## src/rtl/song_seq_ctrl_if.sv

```systemverilog
// Command, ROM-note and playback-status bundle shared by the song sequencer and its user.
// The master drives commands and ROM notes; the slave (the sequencer) drives status and note index.
interface song_seq_ctrl_if;
    logic       btn_play;
    logic       btn_pause;
    logic       btn_stop;
    logic       btn_next;
    logic       btn_prev;
    logic       loop_en;
    logic       auto_next;
    logic [4:0] music0;
    logic [4:0] music1;
    logic [4:0] music2;
    logic [4:0] music3;
    logic [1:0] state;
    logic [5:0] note_idx;
    logic [1:0] song_sel;
    logic [4:0] music_out;
    logic       note_tick;
    logic       song_done;

    modport master (
        output btn_play, btn_pause, btn_stop, btn_next, btn_prev,
        output loop_en, auto_next,
        output music0, music1, music2, music3,
        input  state, note_idx, song_sel, music_out, note_tick, song_done
    );

    modport slave (
        input  btn_play, btn_pause, btn_stop, btn_next, btn_prev,
        input  loop_en, auto_next,
        input  music0, music1, music2, music3,
        output state, note_idx, song_sel, music_out, note_tick, song_done
    );
endinterface

```

## src/rtl/song_seq_ctrl.sv

```systemverilog
// Song playback controller: play/pause/stop FSM, note-rate timebase, shared ROM note index
// and registered selection of the current song's note code.
module song_seq_ctrl #(
    parameter int unsigned CLK_HZ    = 100_000_000,
    parameter int unsigned NOTE_HZ   = 4,
    parameter int unsigned NUM_SONGS = 4,
    parameter int unsigned SONG_LEN  = 64
) (
    input  logic           clk,
    input  logic           reset,
    song_seq_ctrl_if.slave bus
);

    localparam int unsigned TICK_DIV = CLK_HZ / NOTE_HZ;
    localparam int unsigned DIV_W    = (TICK_DIV > 2) ? $clog2(TICK_DIV) : 1;

    localparam logic [DIV_W-1:0] DivMax    = DIV_W'(TICK_DIV - 1);
    localparam logic [DIV_W-1:0] DivZero   = '0;
    localparam logic [DIV_W-1:0] DivOne    = DIV_W'(1);
    localparam logic [5:0]       IdxLast   = 6'(SONG_LEN - 1);
    localparam logic [1:0]       SongLast  = 2'(NUM_SONGS - 1);
    localparam logic [2:0]       NumSongs3 = 3'(NUM_SONGS);

    typedef enum logic [1:0] {
        StStop  = 2'b00,
        StPlay  = 2'b01,
        StPause = 2'b10
    } state_e;

    state_e           state_q, state_d;
    logic [DIV_W-1:0] div_q, div_d;
    logic [5:0]       note_idx_q, note_idx_d;
    logic [1:0]       song_sel_q, song_sel_d;
    logic [4:0]       music_out_q, music_out_d;
    logic             note_tick_q, note_tick_d;
    logic             song_done_q, song_done_d;

    logic       any_cmd;
    logic [1:0] song_inc;
    logic [1:0] song_dec;
    logic [4:0] sel_music;

    assign any_cmd = bus.btn_stop | bus.btn_pause | bus.btn_play | bus.btn_next | bus.btn_prev;

    assign song_inc = (song_sel_q == SongLast) ? 2'd0 : song_sel_q + 2'd1;
    assign song_dec = (song_sel_q == 2'd0) ? SongLast : song_sel_q - 2'd1;

    // Out-of-range selection can only arise from a corrupted register; it plays silence.
    always_comb begin
        sel_music = 5'd0;
        if ({1'b0, song_sel_q} < NumSongs3) begin
            unique case (song_sel_q)
                2'd0:    sel_music = bus.music0;
                2'd1:    sel_music = bus.music1;
                2'd2:    sel_music = bus.music2;
                2'd3:    sel_music = bus.music3;
                default: sel_music = 5'd0;
            endcase
        end
    end

    always_comb begin
        state_d     = state_q;
        div_d       = div_q;
        note_idx_d  = note_idx_q;
        song_sel_d  = song_sel_q;
        note_tick_d = 1'b0;
        song_done_d = 1'b0;
        music_out_d = (state_q == StPlay) ? sel_music : 5'd0;

        // Timebase; any command present in the tick cycle suppresses the step.
        if (state_q == StPlay) begin
            if (div_q == DivMax) begin
                if (!any_cmd) begin
                    div_d       = DivZero;
                    note_tick_d = 1'b1;
                    if (note_idx_q == IdxLast) begin
                        song_done_d = 1'b1;
                        note_idx_d  = 6'd0;
                        if (bus.loop_en) begin
                            state_d = StPlay;
                        end else if (bus.auto_next) begin
                            song_sel_d = song_inc;
                        end else begin
                            state_d = StStop;
                        end
                    end else begin
                        note_idx_d = note_idx_q + 6'd1;
                    end
                end
            end else begin
                div_d = div_q + DivOne;
            end
        end

        // Only the highest-priority command is considered, even if it has no effect.
        if (bus.btn_stop) begin
            if (state_q != StStop) begin
                state_d    = StStop;
                note_idx_d = 6'd0;
                div_d      = DivZero;
            end
        end else if (bus.btn_pause) begin
            if (state_q == StPlay) begin
                state_d    = StPause;
                note_idx_d = note_idx_q;
                div_d      = div_q;
            end
        end else if (bus.btn_play) begin
            if (state_q == StStop) begin
                state_d    = StPlay;
                note_idx_d = 6'd0;
                div_d      = DivZero;
            end else if (state_q == StPause) begin
                state_d = StPlay;
            end
        end else if (bus.btn_next) begin
            song_sel_d = song_inc;
            note_idx_d = 6'd0;
            div_d      = DivZero;
        end else if (bus.btn_prev) begin
            song_sel_d = song_dec;
            note_idx_d = 6'd0;
            div_d      = DivZero;
        end
    end

    always_ff @(posedge clk or negedge reset) begin
        if (!reset) begin
            state_q     <= StStop;
            div_q       <= DivZero;
            note_idx_q  <= 6'd0;
            song_sel_q  <= 2'd0;
            music_out_q <= 5'd0;
            note_tick_q <= 1'b0;
            song_done_q <= 1'b0;
        end else begin
            state_q     <= state_d;
            div_q       <= div_d;
            note_idx_q  <= note_idx_d;
            song_sel_q  <= song_sel_d;
            music_out_q <= music_out_d;
            note_tick_q <= note_tick_d;
            song_done_q <= song_done_d;
        end
    end

    assign bus.state     = state_q;
    assign bus.note_idx  = note_idx_q;
    assign bus.song_sel  = song_sel_q;
    assign bus.music_out = music_out_q;
    assign bus.note_tick = note_tick_q;
    assign bus.song_done = song_done_q;

endmodule

```

## src/flat_wrapper.sv

```systemverilog
// flat-port wrapper written by rule: the top's interface ports become plain ports
module song_seq_ctrl_flat 
#(
    parameter int unsigned CLK_HZ    = 100_000_000,
    parameter int unsigned NOTE_HZ   = 4,
    parameter int unsigned NUM_SONGS = 4,
    parameter int unsigned SONG_LEN  = 64
)
  (clk, reset, bus_btn_play, bus_btn_pause, bus_btn_stop, bus_btn_next, bus_btn_prev, bus_loop_en, bus_auto_next, bus_music0, bus_music1, bus_music2, bus_music3, bus_state, bus_note_idx, bus_song_sel, bus_music_out, bus_note_tick, bus_song_done);
  song_seq_ctrl_if bus_i ();
  input  logic clk;
  input  logic reset;
  input wire logic [$bits(bus_i.btn_play)-1:0] bus_btn_play;
  input wire logic [$bits(bus_i.btn_pause)-1:0] bus_btn_pause;
  input wire logic [$bits(bus_i.btn_stop)-1:0] bus_btn_stop;
  input wire logic [$bits(bus_i.btn_next)-1:0] bus_btn_next;
  input wire logic [$bits(bus_i.btn_prev)-1:0] bus_btn_prev;
  input wire logic [$bits(bus_i.loop_en)-1:0] bus_loop_en;
  input wire logic [$bits(bus_i.auto_next)-1:0] bus_auto_next;
  input wire logic [$bits(bus_i.music0)-1:0] bus_music0;
  input wire logic [$bits(bus_i.music1)-1:0] bus_music1;
  input wire logic [$bits(bus_i.music2)-1:0] bus_music2;
  input wire logic [$bits(bus_i.music3)-1:0] bus_music3;
  output wire logic [$bits(bus_i.state)-1:0] bus_state;
  output wire logic [$bits(bus_i.note_idx)-1:0] bus_note_idx;
  output wire logic [$bits(bus_i.song_sel)-1:0] bus_song_sel;
  output wire logic [$bits(bus_i.music_out)-1:0] bus_music_out;
  output wire logic [$bits(bus_i.note_tick)-1:0] bus_note_tick;
  output wire logic [$bits(bus_i.song_done)-1:0] bus_song_done;
  assign bus_i.btn_play = bus_btn_play;
  assign bus_i.btn_pause = bus_btn_pause;
  assign bus_i.btn_stop = bus_btn_stop;
  assign bus_i.btn_next = bus_btn_next;
  assign bus_i.btn_prev = bus_btn_prev;
  assign bus_i.loop_en = bus_loop_en;
  assign bus_i.auto_next = bus_auto_next;
  assign bus_i.music0 = bus_music0;
  assign bus_i.music1 = bus_music1;
  assign bus_i.music2 = bus_music2;
  assign bus_i.music3 = bus_music3;
  assign bus_state = bus_i.state;
  assign bus_note_idx = bus_i.note_idx;
  assign bus_song_sel = bus_i.song_sel;
  assign bus_music_out = bus_i.music_out;
  assign bus_note_tick = bus_i.note_tick;
  assign bus_song_done = bus_i.song_done;
  song_seq_ctrl #(.CLK_HZ(CLK_HZ), .NOTE_HZ(NOTE_HZ), .NUM_SONGS(NUM_SONGS), .SONG_LEN(SONG_LEN)) u_core (.clk(clk), .reset(reset), .bus(bus_i));
endmodule
```

## config.mk

```make
export PLATFORM = sky130hd
export DESIGN_NAME = song_seq_ctrl_flat
export DESIGN_NICKNAME = d
export VERILOG_FILES = /design/src/rtl/song_seq_ctrl_if.sv /design/src/rtl/song_seq_ctrl.sv /design/src/flat_wrapper.sv
export SDC_FILE = /design/constraint.sdc
export NUM_CORES = 1
export LEC_CHECK = 0
export ABC_CLOCK_PERIOD_IN_PS = 2930
export BUFFER_PORTS_ARGS = -buffer_cell sky130_fd_sc_hd__buf_4
export CAP_MARGIN = 0
export CELL_PAD_IN_SITES_DETAIL_PLACEMENT = 1
export CELL_PAD_IN_SITES_GLOBAL_PLACEMENT = 1
export CORE_AREA = 2 2 91 93
export CTS_CLUSTER_DIAMETER = 40
export DETAILED_ROUTE_END_ITERATION = 8
export DIE_AREA = 0 0 93 95
export PLACE_DENSITY_LB_ADDON = 0.2
export SLEW_MARGIN = 20
export SYNTH_ARGS = -nofsm -noshare
export SYNTH_HDL_FRONTEND = slang
export SYNTH_SLANG_ARGS = --single-unit
```

## constraint.sdc

```tcl
create_clock -name clk -period 2.93 [get_ports clk]
set_clock_uncertainty 0.2 [all_clocks]
set_input_delay 0.586 -clock clk [delete_from_list [all_inputs] [get_ports clk]]
set_output_delay 0.586 -clock clk [all_outputs]
set_load 0.02 [all_outputs]
```

======== After elaboration in Yosys (flattened, before gate mapping) ========
Cells that the tools add are included.
storage, ports and cells
  memories kept ........................... 0
  input bits .............................. 29
  latch bits .............................. 0
  memory bits (writable) .................. 0
  ROM bits ................................ 0
  word-level logic and storage cells ...... 84
  bits in registers ....................... 42
operators by class
  mux-type cells .......................... 58
  divide/modulo/power cells ............... 0
  bitwise operators ....................... 4
  magnitude comparators ................... 0
  $mul .................................... 0
  shift operators ......................... 0
  reductions and logical operators ........ 3
  equality and inequality tests ........... 8
  add/subtract/negate cells ............... 4
operators with widths
  cell                     number
  $mux W25                 11
  $mux W6                  12
  $mux W2                  26
  $add A25 B1 Y25 const B  1
  $eq A25 B25 Y1 const B   1
  $pmux W5 S4              1
  $mux W1                  7
  $add A6 B1 Y6 const B    1
  $eq A2 B2 Y1 const B     3
  $eq A6 B6 Y1 const B     1
  $mux W5                  1
  $eq A2 B1 Y1 const B     2
  $logic_not A2 Y1         2
  $or A1 B1 Y1             4
  $ne A3 B3 Y1 const B     1
  $add A2 B1 Y2 const B    1
  $reduce_bool A2 Y1       1
  $sub A2 B1 Y2 const B    1

======== Logic depth before layout (Yosys ltp) ========
  depth in word-level cells ............... 13
  gate-level depth with buffers ........... 8

======== Worst setup path after synthesis ========
No wires, ideal clock.
  kind .................................... input to register
  from .................................... in bus_btn_stop
  to ...................................... reg u_core.note_idx_q[4] (netlist: u_core.bus.note_idx[4])
  arrival ................................. 1.990 ns
  setup time .............................. 0.078 ns
  stages on the path ...................... 5
  setup slack ............................. 0.663 ns
  buffers on the path ..................... 0
  cells stage by stage .................... or3_4 -> nor3_4 -> nand4_4 -> or4_1 -> a21oi_1
on the way
  longest elaborated chain between the ends .. 12
  elaborated cells on any way between the ends .. 16
RTL lines
  element                    line                  text
  from (decl)                flat_wrapper.sv:15    input wire logic [$bits(bus_i.btn_stop)-1:0] bus_btn_stop;
  $or A1 B1 Y1 (4 in a row)  song_seq_ctrl.sv:43   assign any_cmd = bus.btn_stop | bus.btn_pause | bus.btn_play | bus.btn_next | bus.btn_prev;
  $mux W6                    song_seq_ctrl.sv:74   if (!any_cmd) begin
  $mux W6                    song_seq_ctrl.sv:73   if (div_q == DivMax) begin
  $mux W6                    song_seq_ctrl.sv:72   if (state_q == StPlay) begin
  $mux W6                    song_seq_ctrl.sv:121  end else if (bus.btn_prev) begin
  $mux W6                    song_seq_ctrl.sv:117  end else if (bus.btn_next) begin
  $mux W6                    song_seq_ctrl.sv:109  end else if (bus.btn_play) begin
  $mux W6                    song_seq_ctrl.sv:103  end else if (bus.btn_pause) begin
  $mux W6                    song_seq_ctrl.sv:97   if (bus.btn_stop) begin
  to (signal assigned)       song_seq_ctrl.sv:140  note_idx_q <= note_idx_d;
  to (decl)                  song_seq_ctrl.sv:32   logic [5:0] note_idx_q, note_idx_d;
Several ways; a longest one is shown, not always the timed one. The select of a mux whose other input is x is not followed.
A chain may end at the register's enable or synchronous reset.

======== Worst setup path in the final report ========
  from .................................... reg u_core.div_q[0]
  to ...................................... reg u_core.div_q[24]
on the way
  longest elaborated chain between the ends .. 8
  elaborated cells on any way between the ends .. 12
RTL lines
  element                                            line                                      text
  from (decl)                                        song_seq_ctrl.sv:31                       logic [DIV_W-1:0] div_q, div_d;
  from (signal assigned)                             song_seq_ctrl.sv:131                      div_q <= DivZero;
  from (signal assigned)                             song_seq_ctrl.sv:139                      div_q <= div_d;
  $add A25 B1 Y25 or $eq A25 B25 Y1 (tied branches)  song_seq_ctrl.sv:92, song_seq_ctrl.sv:73
  $mux W25 (*)                                       song_seq_ctrl.sv:73
  $mux W25 (*)                                       song_seq_ctrl.sv:72
  $mux W25                                           song_seq_ctrl.sv:121
  $mux W25                                           song_seq_ctrl.sv:117
  $mux W25                                           song_seq_ctrl.sv:109
  $mux W25                                           song_seq_ctrl.sv:103
  $mux W25 (*)                                       song_seq_ctrl.sv:97
Every way passes the cells marked *; elsewhere a longest branch is shown, timed or not. The select of a mux whose other input is x is not followed.

==> results.sh <==
export IMPL_synth_ff_type="dfrtp_1"
export IMPL_critPathLaunchType="flop"
export IMPL_insertion_delay_ns=0.30
export IMPL_layout_nets=393
export IMPL_ir_drop_mv=0.168
export IMPL_grt_pass1_vias=2825
export IMPL_fillers=968
export IMPL_cts_resized_gates=0
export IMPL_async_flop_share_pct=100
export IMPL_yosys_area_top_type="dfrtp_1"
export IMPL_wirelength_um=8440
export IMPL_gp_congestion=0.855
export IMPL_rsz0062_at_grt="no"
export IMPL_hold_viol=0
export IMPL_whs_ns=0.0676
export IMPL_area_growth_pct=22.4
export IMPL_critPathRequiredTime_ns=2.96
export IMPL_viasPerCell=5.84
export IMPL_yosysWarnings=0
export IMPL_clkTransAtPathRegs_ns=0.08
export IMPL_relSlewSlack_pct=51.5
export IMPL_dr_pass1_iters=5
export IMPL_syn_nets=344
export IMPL_detailroute_via_count=2708
export IMPL_synth_edf_count=0
export IMPL_start_util_pct=33.9
export IMPL_core_area_um2=7930
export IMPL_hold_buffers=0
export IMPL_setup_viol_count_final=0
export IMPL_portBuffers=45
export IMPL_grt_pass1_wl_um=14300
export IMPL_die_area_um2=8840
export IMPL_worst_slew_pin_slew_ns=0.723
export IMPL_syn_area_per_cell_um2=8.69
export IMPL_power_per_cell_area_nw_per_um2=481
export IMPL_ys_types=55
export IMPL_gr_max_usage_layer="met2"
export IMPL_worstSetupEndpointType="flop"
export IMPL_cp_slowest_cell="dfrtp_1"
export IMPL_drt_initial_drc_count=123
export IMPL_drc_errors=0
export IMPL_ant_nets=0
export IMPL_ff_latch_area_um2=1050
export IMPL_root_buffer="clkbuf_8"
export IMPL_dp_hpwl_um=6160
export IMPL_rows=33
export IMPL_drive_gt1_share_pct=20.6
export IMPL_fmax_mhz=404
export IMPL_syn_area_um2=2690
export IMPL_grt_use_met1_pct=26.5
export IMPL_crit_start="u_core.div_q[0]"
export IMPL_crit_family="compound AO/OA/AOI/OAI gates"
export IMPL_fp_dieH_um=95
export IMPL_max_cap_violations=0
export IMPL_hp_class="input pin to asynchronous set/reset pin"
export IMPL_synth_seq_area_share_pct=39.1
export IMPL_yosysTopAreaCellShare_pct=39.1
export IMPL_synthTopCellsByArea="dfrtp_1, a21oi_1, nand3_1"
export IMPL_diodes=0
export IMPL_syn_inst=309
export IMPL_p_leak_nw=1.46
export IMPL_post_cts_setup_buffer_count=0
export IMPL_use_met2_pct=34.7
export IMPL_status="finished, final reports clean"
export IMPL_io_pins=46
export IMPL_r2r_start="u_core.div_q[0]"
export IMPL_cts_tree="built"
export IMPL_period_share_pct=84.5
export IMPL_tns_ns=0
export IMPL_cpPeakStageDelay_ns=0.42
export IMPL_path_buf_inv=2
export IMPL_cts_buffer_depth=2
export IMPL_multiInputGateArea_um2=1540
export IMPL_finalPower_mw=1.58
export IMPL_synth_seq_cells=42
export IMPL_worstSetupPathType="flop to flop"
export IMPL_cp_max_fo=13
export IMPL_cts_sinks=42
export IMPL_wire_per_inst_um=18.2
export IMPL_h_tree_depth=2
export IMPL_grt_ovfl_total=0
export IMPL_slew_violations=0
export IMPL_use_met3_pct=2.63
export IMPL_fin_crit_ns=2.48
export IMPL_cp_arrival_ns=2.51
export IMPL_chipWidth_um=93
export IMPL_cts_buffers=5
export IMPL_crit_chain="ha_1 -> nor2b_1 -> and4_1 -> nand4_4 -> buf_4 -> inv_2 -> a2111oi_0 -> a2bb2oi_1"
export IMPL_grt_max_degree=43
export IMPL_antenna_found_initial=0
export IMPL_track_usage_pct=20.3
-- layer usage --
layer / vias to the layer above / part of all wire [%]
li1: 1292 / -
met1: 1334 / 46
met2: 65 / 49
met3: 17 / 3.5
met4: 0 / 1.9
met5: - / 0
-- state kept, by name (all words and copies together), names as in the netlist --
register and cells:
u_core.div_q 25, u_core.bus.note_idx 6, u_core.bus.music_out 5, u_core.bus.song_sel 2
u_core.bus.state 2, u_core.bus.note_tick 1, u_core.bus.song_done 1
-- synthesized netlist by cell type (6+ instances only) --
library cell,count
clkbuf_1,6
ha_1,6
and3_1,9
inv_1,14
nor2_1,25
nor3_1,8
dfrtp_1,42
a31oi_1,15
o21ai_0,17
nand4_1,13
a41oi_1,7
nand2_1,22
a21oi_1,21
nand3_1,20
-- cell type report --
type,instances,area share (%)
flip-flops and latches,42,32.0
well taps,105,3.99
multi-input cells,240,46.7
clock buffers,8,3.35
repair buffers,54,12.3
inverters,15,1.71
-- power by group --
group	internal [mW]	total, mW	switching, mW
Clock	0.238	0.453	0.215
Sequential	0.623	0.679	0.0559
Combinational	0.194	0.452	0.258
-- layout by cell type, fill, tap and decap left out, types with 6 or more instances in the layout --
master and instances:
and3_1 9, dfrtp_1 42, nand4_1 13, nor3_1 8
a21oi_1 20, clkbuf_8 8, nand2_1 22, a41oi_1 7
nor2_1 25, o21ai_0 17, nand3_1 20, buf_4 54
ha_1 6, a31oi_1 15, inv_1 14
-- metrics by stage --
stage	worst slack [ns]	cell area, um^2	util, %	cells
after floorplan	0.663	2690	-	309
after global placement	0.249	3170	40.0	456
after detailed placement	0.166	3170	40.0	456
after CTS	0.429	3280	41.4	464
after global routing	0.284	3290	41.5	464
final	0.453	3290	41.5	464
-- kinds of logic after synthesis --
logic type               count (synthesis)  synth area share, %
buffers and inverters                   27                 4.05
AND/OR/NAND/NOR                        135                 29.1
adder cells (fa/ha/maj)                  6                 2.79
flip-flops                              42                 39.1
AO/OA/AOI/OAI                           98                 24.6
multiplexers                             1                0.373
-- path summary, 6_finish.rpt --
check,endpoint,slack [ns],cells past startpoint
max,u_core.div_q[24],0.45,8
min,u_core.bus.music_out[1],0.07,1
max reg2reg,u_core.div_q[24],0.45,8
min reg2reg,u_core.div_q[16],0.30,1
max in group asynchronous,u_core.bus.note_idx[5],2.08,1
min in group clk,u_core.bus.state[1],0.30,2
Note: power is estimated with default switching activity, not from simulation.
